File: src/rtl/pc_seq_pkg.sv
// ============================================================================
//  Module      : pc_seq_pkg
//  Description : Shared encodings and constants for the RV32I fetch sequencer.
//  Revision    : 1.0 - initial release
// ============================================================================
`timescale 1ns/1ps
`default_nettype none

package pc_seq_pkg;

    typedef enum logic [1:0] {
        IDLE = 2'd0,
        REQ  = 2'd1,
        WAIT = 2'd2,
        HOLD = 2'd3
    } state_t;

    localparam logic [31:0] NOP_INST = 32'h0000_0013;
    localparam logic [31:0] PC_INC   = 32'd4;

    function automatic logic [31:0] align_word(input logic [31:0] addr);
        return {addr[31:2], 2'b00};
    endfunction

endpackage

`default_nettype wire

File: src/rtl/pc_sequencer_branch_stats.sv
// ============================================================================
//  Module      : branch_stats
//  Description : Saturating counters of resolved and taken control-flow ops.
//  Revision    : 1.0 - initial release
// ============================================================================
`timescale 1ns/1ps
`default_nettype none

module branch_stats #(
    parameter int CNT_W = 16
) (
    input  logic             clk,
    input  logic             rst_n,
    input  logic             br_valid,
    input  logic             taken,
    output logic [CNT_W-1:0] br_count,
    output logic [CNT_W-1:0] taken_count
);

    localparam logic [CNT_W-1:0] C_ONE = CNT_W'(1);

    logic [CNT_W-1:0] r_br_cnt;
    logic [CNT_W-1:0] r_tk_cnt;

    always_ff @(posedge clk or negedge rst_n) begin
        if (!rst_n) begin
            r_br_cnt <= '0;
            r_tk_cnt <= '0;
        end else begin
            if (br_valid && !(&r_br_cnt)) begin
                r_br_cnt <= r_br_cnt + C_ONE;
            end
            if (br_valid && taken && !(&r_tk_cnt)) begin
                r_tk_cnt <= r_tk_cnt + C_ONE;
            end
        end
    end

    assign br_count    = r_br_cnt;
    assign taken_count = r_tk_cnt;

endmodule

`default_nettype wire

File: src/rtl/pc_sequencer.sv
// ============================================================================
//  Module      : pc_sequencer
//  Description : PC owner and single-outstanding fetch sequencer with branch
//                redirect. PC_SEQ_BRANCH_STATS_EN adds branch counters.
//  Revision    : 1.0 - initial release
// ============================================================================
`timescale 1ns/1ps
`default_nettype none

module pc_sequencer
    import pc_seq_pkg::*;
#(
    parameter logic [31:0] RESET_PC = 32'h0000_0000,
    parameter int          CNT_W    = 16
) (
    input  logic             clk,
    input  logic             rst_n,
    output logic             imem_req,
    output logic [31:0]      imem_addr,
    input  logic             imem_gnt,
    input  logic             imem_rvalid,
    input  logic [31:0]      imem_rdata,
    output logic             inst_valid,
    output logic [31:0]      inst,
    output logic [31:0]      inst_pc,
    input  logic             dec_ready,
    input  logic             br_valid,
    input  logic             next_pc_src,
    input  logic [31:0]      br_target,
    output logic             flush,
    output logic             misalign,
    output logic [31:0]      pc
`ifdef PC_SEQ_BRANCH_STATS_EN
    ,
    output logic [CNT_W-1:0] br_count,
    output logic [CNT_W-1:0] taken_count
`endif
);

    state_t      r_state;
    logic [31:0] r_pc;
    logic [31:0] r_pend_pc;
    logic        r_pend;
    logic        r_drop;
    logic        r_imem_req;
    logic        r_inst_valid;
    logic [31:0] r_inst;
    logic [31:0] r_inst_pc;
    logic        r_flush;
    logic        r_misalign;

    logic        w_redirect;
    logic [31:0] w_tgt;

    assign w_redirect = br_valid & next_pc_src;
    assign w_tgt      = align_word(br_target);

    always_ff @(posedge clk or negedge rst_n) begin
        if (!rst_n) begin
            r_state      <= IDLE;
            r_pc         <= RESET_PC;
            r_pend_pc    <= RESET_PC;
            r_pend       <= 1'b0;
            r_drop       <= 1'b0;
            r_imem_req   <= 1'b0;
            r_inst_valid <= 1'b0;
            r_inst       <= NOP_INST;
            r_inst_pc    <= 32'h0000_0000;
            r_flush      <= 1'b0;
            r_misalign   <= 1'b0;
        end else begin
            r_flush    <= w_redirect;
            r_misalign <= w_redirect & (|br_target[1:0]);
            case (r_state)
                IDLE: begin
                    if (w_redirect) begin
                        r_pc <= w_tgt;
                    end
                    r_state    <= REQ;
                    r_imem_req <= 1'b1;
                end
                REQ: begin
                    // The live request must not move, so the target waits aside.
                    if (w_redirect) begin
                        r_pend    <= 1'b1;
                        r_pend_pc <= w_tgt;
                        r_drop    <= 1'b1;
                    end
                    if (imem_gnt) begin
                        r_state    <= WAIT;
                        r_imem_req <= 1'b0;
                    end
                end
                WAIT: begin
                    if (w_redirect) begin
                        r_pc   <= w_tgt;
                        r_pend <= 1'b0;
                        r_drop <= ~imem_rvalid;
                        if (imem_rvalid) begin
                            r_state    <= REQ;
                            r_imem_req <= 1'b1;
                        end
                    end else if (imem_rvalid) begin
                        if (r_drop) begin
                            r_drop     <= 1'b0;
                            r_state    <= REQ;
                            r_imem_req <= 1'b1;
                            if (r_pend) begin
                                r_pc   <= r_pend_pc;
                                r_pend <= 1'b0;
                            end
                        end else begin
                            r_inst       <= imem_rdata;
                            r_inst_pc    <= r_pc;
                            r_pc         <= r_pc + PC_INC;
                            r_inst_valid <= 1'b1;
                            r_state      <= HOLD;
                        end
                    end
                end
                HOLD: begin
                    if (w_redirect || dec_ready) begin
                        if (w_redirect) begin
                            r_pc <= w_tgt;
                        end
                        r_inst_valid <= 1'b0;
                        r_state      <= REQ;
                        r_imem_req   <= 1'b1;
                    end
                end
                default: begin
                    r_state    <= IDLE;
                    r_imem_req <= 1'b0;
                end
            endcase
        end
    end

    assign imem_req   = r_imem_req;
    assign imem_addr  = r_pc;
    assign pc         = r_pc;
    assign inst_valid = r_inst_valid;
    assign inst       = r_inst;
    assign inst_pc    = r_inst_pc;
    assign flush      = r_flush;
    assign misalign   = r_misalign;

`ifdef PC_SEQ_BRANCH_STATS_EN
    branch_stats #(
        .CNT_W       (CNT_W)
    ) u_branch_stats (
        .clk         (clk),
        .rst_n       (rst_n),
        .br_valid    (br_valid),
        .taken       (next_pc_src),
        .br_count    (br_count),
        .taken_count (taken_count)
    );
`else
    // Counters are absent; CNT_W stays so parameter overrides remain portable.
    if (CNT_W > 0) begin : g_no_branch_stats
    end
`endif

endmodule

`default_nettype wire

File: config.mk
export PLATFORM = sky130hd
export DESIGN_NAME = pc_sequencer
export DESIGN_NICKNAME = d
export VERILOG_FILES = /design/src/rtl/pc_seq_pkg.sv /design/src/rtl/pc_sequencer_branch_stats.sv /design/src/rtl/pc_sequencer.sv
export SDC_FILE = /design/constraint.sdc
export NUM_CORES = 1
export LEC_CHECK = 0
export ABC_AREA = 0
export CAP_MARGIN = 20
export CORE_ASPECT_RATIO = 1.4
export CORE_MARGIN = 5
export CORE_UTILIZATION = 55
export DETAILED_ROUTE_END_ITERATION = 10
export DONT_BUFFER_PORTS = 1
export PLACE_DENSITY_LB_ADDON = 0.08
export SLEW_MARGIN = 0
export SYNTH_ARGS = -nofsm -noshare
export SYNTH_HDL_FRONTEND = slang
export SYNTH_SLANG_ARGS = --single-unit
export TNS_END_PERCENT = 10
File: constraint.sdc
create_clock -name clk -period 2.9 [get_ports clk]
set_input_delay 0.58 -clock clk [delete_from_list [all_inputs] [get_ports clk]]
set_output_delay 0.58 -clock clk [all_outputs]
set_load 0.01 [all_outputs]
* After elaboration in Yosys (flattened, before gate mapping)
Index checks and enable logic that the tools add are counted.
Widths: inputs -> output; s select.
** Storage, ports and cells
- Word-level logic and storage cells :: 77
- Input port bits :: 71
- Output and inout bits :: 132
- Flip-flop bits (word level) :: 134
** Cells by class
- Bitwise gates (word level) :: 5
- $add $sub $neg :: 1
- Mux-type cells :: 34
- Eq/ne operators :: 12
- Reductions and logical operators :: 14
** Operators with widths (number)
- $mux 32 :: 6
- $pmux 32 s3 :: 1
- $add 32x3->32 const B :: 1
- $mux 1 :: 16
- $reduce_and 4->1 :: 4
- $mux 2 :: 6
- $ne 2x2->1 const B :: 6
- $pmux 2 s4 :: 1
- $ne 3x3->1 const B :: 2
- $pmux 1 s2 :: 3
- $reduce_and 3->1 :: 2
- $reduce_and 5->1 :: 1
- $eq 2x2->1 const B :: 2
- $ne 4x4->1 const B :: 1
- $pmux 1 s4 :: 1
- $reduce_bool 2->1 :: 2
- $not 1->1 :: 3
- $reduce_bool 3->1 :: 1
- $and 1x1->1 :: 2
- $eq 2x1->1 const B :: 1
- $logic_not 2->1 :: 1
- $reduce_and 2->1 :: 1
- $reduce_or 2->1 :: 1
- $logic_or 1x1->1 :: 1

* Depth between registers and ports, before layout
Gate-level depths: netlist of run 1.
- Depth in word-level cells :: 5
- Mapped depth :: 9
- Mapped depth without buffers :: 7

* Worst setup path before layout of run 1
No wires, ideal clock.
- Path kind :: reg-to-reg
- Start :: reg r_state[0]
- End :: reg r_pc[13], in the netlist imem_addr[13]
- Buffers on the path :: 1
- Slack :: 0.896 ns
- Library setup time :: 0.120 ns
- Cell stages (with the launch flop) :: 9
- Clock period less this slack :: 2.004 ns
- Arrival time :: 1.883 ns
- Data required time :: 2.780 ns
- Path through :: dfrtp_1 -> inv_1 -> ha_1 -> a21bo_2 -> or3_1 -> buf_6 -> nor2_8 -> a21oi_1 -> o211a_1
** On the way
- Cells in the longest elaborated chain, start to end :: 3
- Elaborated cells on any way between the ends :: 9
- Those cells by class :: eq/ne (5); mux (1); reduce/logical (3)
** Ends and longest elaborated chain
- from (decl) :: RTL line pc_sequencer.sv:40 : state_t r_state;
- from (signal assigned) :: RTL line pc_sequencer.sv:60 : r_state <= IDLE;
- from (signal assigned) :: RTL line pc_sequencer.sv:79 : r_state <= REQ;
- from (signal assigned) :: RTL line pc_sequencer.sv:90 : r_state <= WAIT;
- $eq 2x2->1 / $logic_not 2->1 (equally long branches) :: RTL line pc_sequencer.sv:74 : case (r_state)
- $ne 4x4->1 (no line), or another cell as far along
- $reduce_and 4->1 (no line)
- to (signal assigned) :: RTL line pc_sequencer.sv:77 : r_pc <= w_tgt;
- to (signal assigned) :: RTL line pc_sequencer.sv:96 : r_pc <= w_tgt;
- to (signal assigned) :: RTL line pc_sequencer.sv:109 : r_pc <= r_pend_pc;
- to (decl) :: RTL line pc_sequencer.sv:41 : logic [31:0] r_pc;
Several ways; a longest one is shown, not always the timed one.
A chain may end at the register's enable or synchronous reset.

* Final worst setup path of run 1
- Start :: reg r_state[0]
- End :: reg r_pc[18], in the netlist imem_addr[18]
The elaborated chain is that of the path after synthesis.

==> results of run 1 <==
## final cells by class
cell class                      instances  area, um^2
Fill cell                             964        4468
Timing Repair Buffer                   16       132.6
Sequential cell                       130        3257
Tap cell                              144       180.2
Clock buffer                           19       452.9
Inverter                               13       48.80
Clock inverter                         13       111.4
Multi-Input combinational cell        360        2745
## cell families after synthesis
group                      Yosys count  share of synthesized area, %
and+or+nand+nor                    150                         13.26
DFF                                130                         50.53
AOI/OAI and AO/OA                   98                         10.60
muxes                               91                         15.86
buffers and inverters               83                         7.358
xor gates and xnor gates            10                         1.359
adders and majority gates            5                        0.9707
other                                1                       0.05819
## registers in the layout, summed over array words and instances (netlist names)
register and flops:
flush 1, imem_addr 30, imem_req 1, inst 32
inst_pc 30, inst_valid 1, misalign 1, r_drop 1
r_pend 1, r_pend_pc 30, r_state 2
## how the worst min path moves through the flow
stage / cells past startpoint / slack (ps) / from / end
floorplan: 0 / 280 / rst_n / flush
global placement: 0 / 290 / rst_n / inst[12]
detailed placement: 0 / 290 / rst_n / inst[12]
CTS: 0 / -160 / rst_n / imem_addr[3]
global route: 0 / -160 / rst_n / inst[12]
finish: 0 / -140 / rst_n / inst[12]
## worst register-to-register path: cells and delay by family, from the launching register on
kind / cells / cell delay [ps]
flops: 1 / 430
compound gates: 3 / 1040
buf+inv: 1 / 80
fa+ha+maj: 1 / 280
simple gates: 2 / 480
## routing by layer
| layer | routed length (um) | track usage (%) |
|---|---|---|
| met1 | 5790 | 27.39 |
| met2 | 7980 | 37.00 |
| met3 | 1456 | 6.945 |
| met4 | 231 | 8.333 |
| met5 | 0 | 0 |
## power breakdown
part	switching, W	internal, W
Clock	0.000790	0.00122
Combinational	0.000889	0.000913
Sequential	0.00126	0.00263
## Yosys cell counts, types with 3 or more instances
cell	n
xor2_1	4
and4_1	6
a222oi_1	3
clkbuf_1	14
dfrtp_1	127
nor2_1	23
a221o_1	4
nand4_1	15
o211a_1	3
xnor2_1	6
nor3_1	13
or3_1	7
a22oi_1	7
buf_2	12
nand2_1	36
nand3_1	23
buf_1	5
inv_1	12
a21oi_1	14
a31oi_1	5
dfstp_2	3
nor4_1	5
mux2_2	89
a22o_1	5
o21ai_1	3
a221oi_1	3
o21ai_0	24
and2_1	3
ha_1	5
a211o_1	3
buf_4	37
and3_1	6
o211ai_1	7
## metrics by stage
stage                     total power, W  hold slack [ps]  instance area (um^2)  std cells  utilization, %
after CTS                       0.007789           -158.4                  6928        695           60.79
final                           0.007707           -138.9                  6928        695           60.79
after global routing            0.008182           -161.3                  6928        695           60.79
after detailed placement        0.005758            287.6                  6364        663           55.84
after global placement          0.005667            287.6                  6364        663           55.84
after floorplan                 0.005383            284.4                  6464        573               -
==> impl_metrics.json, run 1 <==
{
  "outcome": "complete, but fails checks",
  "violations": "hold timing",
  "wl_per_cell_um": 22.24,
  "synth.area.top_cells": "dfrtp_1 (49%), mux2_2 (16%), buf_4 (4.3%)",
  "grt_overflow_total": 0,
  "num_antenna_cells": 0,
  "fmax_ghz": 0.4120,
  "via_per_inst": 6.259,
  "startpoint": "r_state[0]",
  "hp-class": "in2async",
  "synth_edf_count": 0,
  "cp-start-kind": "register",
  "fin_worst_skew_ps": 6.569,
  "cp.depth": 7,
  "fp.dieH_um": 138.1,
  "syn_area_um2": 6445,
  "io-pin-count": 203,
  "dr.pass1.iters": 6,
  "crit_type": "reg2reg",
  "dieArea_um2": 14010,
  "die_w_um": 101.5,
  "setup_violations": 0,
  "path_cells": "inv_1 > ha_1 > nand2_1 > nor3_1 > o21a_1 > o21ai_0 > a221o_1",
  "p_leak_nw": 3.099,
  "dr_total_vias": 4350,
  "gp_congestion": 0.9078,
  "fin_crit_sh_pct": 83.70,
  "grt_max_degree": 131,
  "endpoint": "imem_addr[18]",
  "powerDensity_nw_per_um2": 1112,
  "grt_usage_pct": 22.46,
  "synth_area_leader_cell": "dfrtp_1",
  "routed_wl_mm": 15.46,
  "async_flop_share_pct": 100.0,
  "synth_top_area_share_pct": 49.31,
  "fin_nets": 614,
  "worst_r2r_endpoint": "imem_addr[18]",
  "path_max_fanout": 13,
  "drc_errors": 0,
  "required_ps": 3190,
  "synth_cell_type_count": 61,
  "synthFlopType": "dfrtp_1",
  "cts_buffer_depth": 2,
  "most-common-layout-cells": "dfrtp_1 (127), mux2_2 (89), nand2_1 (36)",
  "hold_viol_final": 127,
  "drt-initial-drc-count": 279,
  "ys_ff_latch": 130,
  "cp-end-kind": "register",
  "synth_area_per_cell_um2": 11.35,
  "rrSetupSlack_ps": 470,
  "cts-root-buf": "clkbuf_16",
  "grt_pass1_wl_mm": 24.84,
  "start_util_pct": 56.55,
  "numCtsBuffers": 17,
  "io_buffer_count": 0,
  "worst_slack_ps": 472.8,
  "synth_warnings": 0,
  "grt_pass1_vias": 4530,
  "r2r.worst_path.cells": 7,
  "cts_resized": 0,
  "crit_family": "compound AO/OA/AOI/OAI gates",
  "worst_pin_slew_ps": 814.1,
  "rsz0062_at_grt": "no",
  "cp_num_buf_inv": 1,
  "place_ws_ps": 492.7,
  "clock_latency_ps": 410,
  "post_cts_buffers": 0,
  "whs_ps": -138.9,
  "syn_inst": 568,
  "drive_above_1_share_pct": 27.40,
  "hpwlAfterDp_mm": 10.91,
  "core_area_um2": 11400,
  "drtAntennaViolNets": 0,
  "ys_seq_area_share_pct": 50.53,
  "antenna_found_initial": 0,
  "min_period_ps": 2427,
  "drv_cap": 0,
  "final_common_cell": "dfrtp_1",
  "r2r_start": "r_state[0]",
  "cp_slowest_stage_delay_ps": 490,
  "crit_slowest_cell": "o21a_1",
  "area_growth_pct": 7.494,
  "drv_slew": 0,
  "path_clk_slew_ps": 60,
  "worstPathArrival_ps": 2720,
  "finalSetupTns_ps": 0,
  "htreeDepth": 4,
  "num_rows": 46,
  "cts_tree": "yes",
  "cts_sinks": 130,
  "ir_drop_v": 0.0005234,
  "max_slew_margin_pct": 45.72
}
Note: power is estimated with default switching activity, not from simulation.
==> run 2, diff against run 1 <==
Clock period 2.9 ns to 1.96 ns, I/O delays scaled along.
==> impl_metrics.json, run 2 (synthesized netlist as in run 1, its figures left out) <==
{
  "setup_violations": 0,
  "pwr-share-seq_pct": 42.6,
  "antenna_found_initial": 0,
  "dr.pass1.iters": 5,
  "path_clk_slew_ps": 50,
  "numCtsBuffers": 17,
  "drv_slew": 0,
  "dieArea_um2": 14010,
  "drtAntennaViolNets": 0,
  "wl_met2_mm": 8.191,
  "path_max_fanout": 14,
  "drv_cap": 0,
  "start_util_pct": 56.55,
  "area_growth_pct": 15.63,
  "clock_latency_ps": 410,
  "placed_cells": 714,
  "num_rows": 46,
  "fmax_ghz": 0.5142,
  "wl_per_cell_um": 21.37,
  "intPower_w": 0.007648,
  "htreeDepth": 4,
  "fin_cells": 749,
  "grt_usage_pct": 22.76,
  "fin_nets": 668,
  "whs_ps": -325.9,
  "rrSetupSlack_ps": 20,
  "cts_tree": "yes",
  "gp_congestion": 0.9143,
  "min_period_ps": 1945,
  "clock_power_share_pct": 24.1,
  "r2r.worst_path.cells": 9,
  "required_ps": 2250,
  "rsz0062_at_grt": "yes",
  "cts_buffer_depth": 2,
  "fp.dieH_um": 138.1,
  "worstPathArrival_ps": 2230,
  "fin_worst_skew_ps": 9.792,
  "p_comb_share_pct": 33.3,
  "drt-met1-wl_mm": 6.143,
  "powerDensity_nw_per_um2": 1624,
  "r2r_start": "r_state[0]",
  "routed_wl_mm": 16.01,
  "grt_pass1_vias": 4802,
  "p_sw_w": 0.004454,
  "p_sw_share_pct": 36.81,
  "cp-start-kind": "register",
  "outcome": "complete, but fails checks",
  "cts-root-buf": "clkbuf_16",
  "via_per_inst": 6.158,
  "largest_reg_flops": 32,
  "die_w_um": 101.5,
  "violations": "hold timing",
  "core_area_um2": 11400,
  "num_antenna_cells": 0,
  "p_leak_nw": 3.385,
  "cp-end-kind": "register",
  "drt-initial-drc-count": 221,
  "maxUsedRoutingLayer": "met4",
  "fill_cells": 934,
  "cts_sinks": 130,
  "ir_drop_v": 0.0007839,
  "worst_pin_slew_ps": 503.2,
  "grt_pass1_wl_mm": 25.21,
  "place_ws_ps": -106.7,
  "most-common-layout-cells": "dfrtp_1 (126), mux2_2 (89), buf_4 (66)",
  "drive_above_1_share_pct": 35.54,
  "dr_total_vias": 4612,
  "worst_slack_ps": 15.39,
  "fin_crit_sh_pct": 99.21,
  "crit_type": "reg2reg",
  "io_buffer_count": 0,
  "drc_errors": 0,
  "finalPower_w": 0.01210,
  "grt_max_degree": 131,
  "hpwlAfterDp_mm": 11.41,
  "hp-class": "in2async",
  "wl_met3_mm": 1.402,
  "max_slew_margin_pct": 66.14,
  "grt_overflow_total": 0,
  "final_common_cell": "dfrtp_1",
  "hold_viol_final": 130,
  "io-pin-count": 203,
  "worst_r2r_endpoint": "imem_addr[17]"
}
run 2: changes by cell type in the layout (fill, tap and decap cells not counted), moves of 4 or more:
cell,before,now
clkbuf_1,0,6
nor3_1,13,9
nor3_2,0,4
buf_4,15,66
run 2: through the flow:
step,setup TNS (ps),hold slack (ps),instance area (um^2),util (%)
finish,0,-325.9,7452,65.39
detailed placement,-1014,100.4,6797,59.64
CTS,-45.76,-338.8,7362,64.60
global placement,-70.64,99.37,6797,59.64
floorplan,0,96.41,6476,-
global route,-240.4,-341.2,7452,65.39
run 2: worst max-delay path, cell delays in order, from the launching register on:
cell and delay [ps]:
dfrtp_1 420, inv_2 90, ha_4 140, a21bo_4 240
buf_4 150, buf_4 190, and2_1 200, nor3_2 180
nor2_1 60, o32a_1 170
run 2: power groups by stage:
stage | Sequential, W | Combinational [W] | Clock (W)
after CTS | 0.00517 | 0.00394 | 0.00297
after floorplan | 0.00516 | 0.00283 | 0
after global routing | 0.00532 | 0.00441 | 0.00308
after detailed placement | 0.00521 | 0.00391 | 0
after global placement | 0.00516 | 0.00379 | 0
final | 0.00515 | 0.00403 | 0.00292
run 2: layer usage:
| layer | vias up | track usage, % |
|---|---|---|
| met4 | 0 | 7.983 |
| met5 | - | 0 |
| li1 | 2103 | - |
| met2 | 183 | 37.90 |
| met1 | 2302 | 27.35 |
| met3 | 24 | 7.398 |
run 2: worst max path at each step:
| stage | startpoint | to | slack, ps | depth (start not counted) |
|---|---|---|---|---|
| after detailed placement | r_state[1] | imem_addr[13] | -110 | 7 |
| after floorplan | r_state[0] | imem_addr[13] | 10 | 8 |
| after CTS | r_state[1] | imem_addr[30] | -20 | 7 |
| final | r_state[0] | imem_addr[17] | 20 | 9 |
| after global placement | r_state[1] | imem_addr[13] | -30 | 7 |
| after global routing | r_state[0] | imem_addr[17] | -40 | 9 |
run 2: repair_timing:
action,in CTS,in global routing
hold endpoints to repair,130,130
pin swaps,0,2
setup endpoints to repair,18,26
gates resized for setup,7,14
buffers inserted,0,3
run 2: layout make-up:
| type | count | area, um^2 | share of cell area (%) |
|---|---|---|---|
| clock buffer | 26 | 489.2 | 6.565 |
| clock inverter | 6 | 57.56 | 0.7723 |
| inverter | 13 | 48.80 | 0.6548 |
| multi-input combinational | 360 | 2843 | 38.15 |
| sequential | 130 | 3258 | 43.72 |
| tap | 144 | 180.2 | 2.418 |
| timing repair buffer | 70 | 575.6 | 7.723 |
==> run 3, diff against run 2 <==
Settings changed: CTS_BUF_LIST set to sky130_fd_sc_hd__clkbuf_16, GPL_ROUTABILITY_DRIVEN set to 0.
==> impl_metrics.json, run 3 (synthesized netlist as in run 1, its figures left out) <==
{
  "multi_input_area_um2": 2828,
  "ir_drop_v": 0.0008829,
  "hold_viol_final": 130,
  "cts_tree": "yes",
  "cts-root-buf": "clkbuf_16",
  "finalSetupTns_ps": 0,
  "worstPathArrival_ps": 2270,
  "grt_overflow_total": 0,
  "hp-class": "in2async",
  "dieArea_um2": 14010,
  "die_w_um": 101.5,
  "whs_ps": -320.0,
  "cts_sinks": 130,
  "min_period_ps": 1934,
  "path_max_fanout": 7,
  "ff_latch_area_um2": 3261,
  "drv_slew": 0,
  "grt_pass1_vias": 4737,
  "area_growth_pct": 16.15,
  "fin_nets": 667,
  "dr.pass1.iters": 4,
  "hpwlAfterDp_mm": 11.30,
  "core_area_um2": 11400,
  "path_cells": "inv_2 > ha_4 > a21bo_4 > buf_4 > nor4_2 > buf_4 > a22o_1 > a41oi_1 > a21oi_1",
  "setup_violations": 0,
  "p_leak_nw": 3.394,
  "cp_num_buf_inv": 3,
  "numCtsBuffers": 17,
  "fill_cells": 927,
  "grt_max_degree": 131,
  "outcome": "complete, but fails checks",
  "io_buffer_count": 0,
  "drc_errors": 0,
  "num_antenna_cells": 0,
  "grt_usage_pct": 22.78,
  "cp-end-kind": "register",
  "htreeDepth": 4,
  "drt-initial-drc-count": 226,
  "cpMostUsedCell": "buf_4",
  "io-pin-count": 203,
  "fp.dieH_um": 138.1,
  "drive_above_1_share_pct": 36.09,
  "num_rows": 46,
  "drtAntennaViolNets": 0,
  "fin_crit_sh_pct": 98.66,
  "cp_slowest_stage_delay_ps": 430,
  "required_ps": 2300,
  "final_common_cell": "dfrtp_1",
  "start_util_pct": 56.55,
  "powerDensity_nw_per_um2": 1637,
  "rsz0062_at_grt": "yes",
  "cp-start-kind": "register",
  "cts_buffer_depth": 2,
  "via_per_inst": 6.088,
  "crit_family": "compound AO/OA/AOI/OAI gates",
  "clock_latency_ps": 410,
  "antenna_found_initial": 0,
  "place_ws_ps": -122.8,
  "most-common-layout-cells": "dfrtp_1 (124), mux2_2 (89), buf_4 (63)",
  "drv_cap": 0,
  "path_clk_slew_ps": 60,
  "worst_slack_ps": 26.33,
  "crit_slowest_cell": "dfrtp_2",
  "violations": "hold timing",
  "crit_type": "reg2reg",
  "routed_wl_mm": 15.83,
  "fmax_ghz": 0.5172,
  "grt_pass1_wl_mm": 25.05,
  "largest_reg_flops": 32,
  "dr_total_vias": 4554,
  "wl_per_cell_um": 21.16,
  "fin_worst_skew_ps": 4.963
}
-- run 3: changes by cell type in the layout (fill, tap and decap cells not counted), sizes merged --
cell	previous run	this run
clkbuf	26	17
clkinv	4	9
bufinv	1	3
clkinvlp	1	3
buf	70	69
-- run 3: worst reg2reg max path: stages (launching register included) --
cell	delay (ps)
dfrtp_2	430
inv_2	80
ha_4	130
a21bo_4	240
buf_4	140
nor4_2	260
buf_4	210
a22o_1	180
a41oi_1	50
a21oi_1	140
-- run 3: final timing paths --
check / from / end / slack, ps / cells past startpoint
worst max-delay path: r_state[0] / imem_addr[23] / 30 / 9
worst min-delay path: rst_n / inst[13] / -320 / 0
worst max register to register: r_state[0] / imem_addr[23] / 30 / 9
worst min register to register: r_pend_pc[17] / r_pend_pc[17] / 500 / 1
max in group asynchronous: rst_n / inst[4] / 2040 / 0
min in group clk: br_target[0] / misalign / 110 / 2
-- run 3: through the flow --
stage | hold slack, ps | power, W | cells | instance area, um^2 | util, %
global placement | 99.34 | 0.008927 | 712 | 6782 | 59.51
CTS | -343.5 | 0.01230 | 744 | 7395 | 64.89
finish | -320.0 | 0.01225 | 748 | 7486 | 65.69
detailed placement | 100.4 | 0.009097 | 712 | 6782 | 59.51
floorplan | 96.41 | 0.007982 | 573 | 6476 | -
global route | -347.5 | 0.01301 | 748 | 7486 | 65.69
-- run 3: final cells by class --
| type | count | share of cell area, % |
|---|---|---|
| Sequential cell | 130 | 43.56 |
| Multi-Input combinational cell | 360 | 37.77 |
| Timing Repair Buffer | 69 | 7.688 |
| Clock buffer | 17 | 5.683 |
| Tap cell | 144 | 2.407 |
| Clock inverter | 15 | 2.240 |
| Inverter | 13 | 0.6518 |
-- run 3: metal layers --
layer	track usage [%]	wire length, um	up-vias
li1	-	-	2086
met1	27.04	6053	2259
met2	37.83	8103	181
met3	7.096	1305	28
met4	9.384	365	0
met5	0	0	-
-- run 3: repair_timing --
action | 4_1_cts | 5_1_grt
resized for setup | 7 | 17
setup buffers | 0 | 4
endpoints found under the hold margin | 130 | 130
setup endpoints to repair | 18 | 26
pin swaps | 1 | 9
cloned | 0 | 0
-- run 3: report_power, final --
| part | internal, W | switching (W) | leakage (nW) | total [W] |
|---|---|---|---|---|
| Clock | 0.00198 | 0.00115 | 0.279 | 0.00313 |
| Sequential | 0.00392 | 0.00125 | 1.62 | 0.00516 |
| Combinational | 0.00186 | 0.00210 | 1.49 | 0.00396 |
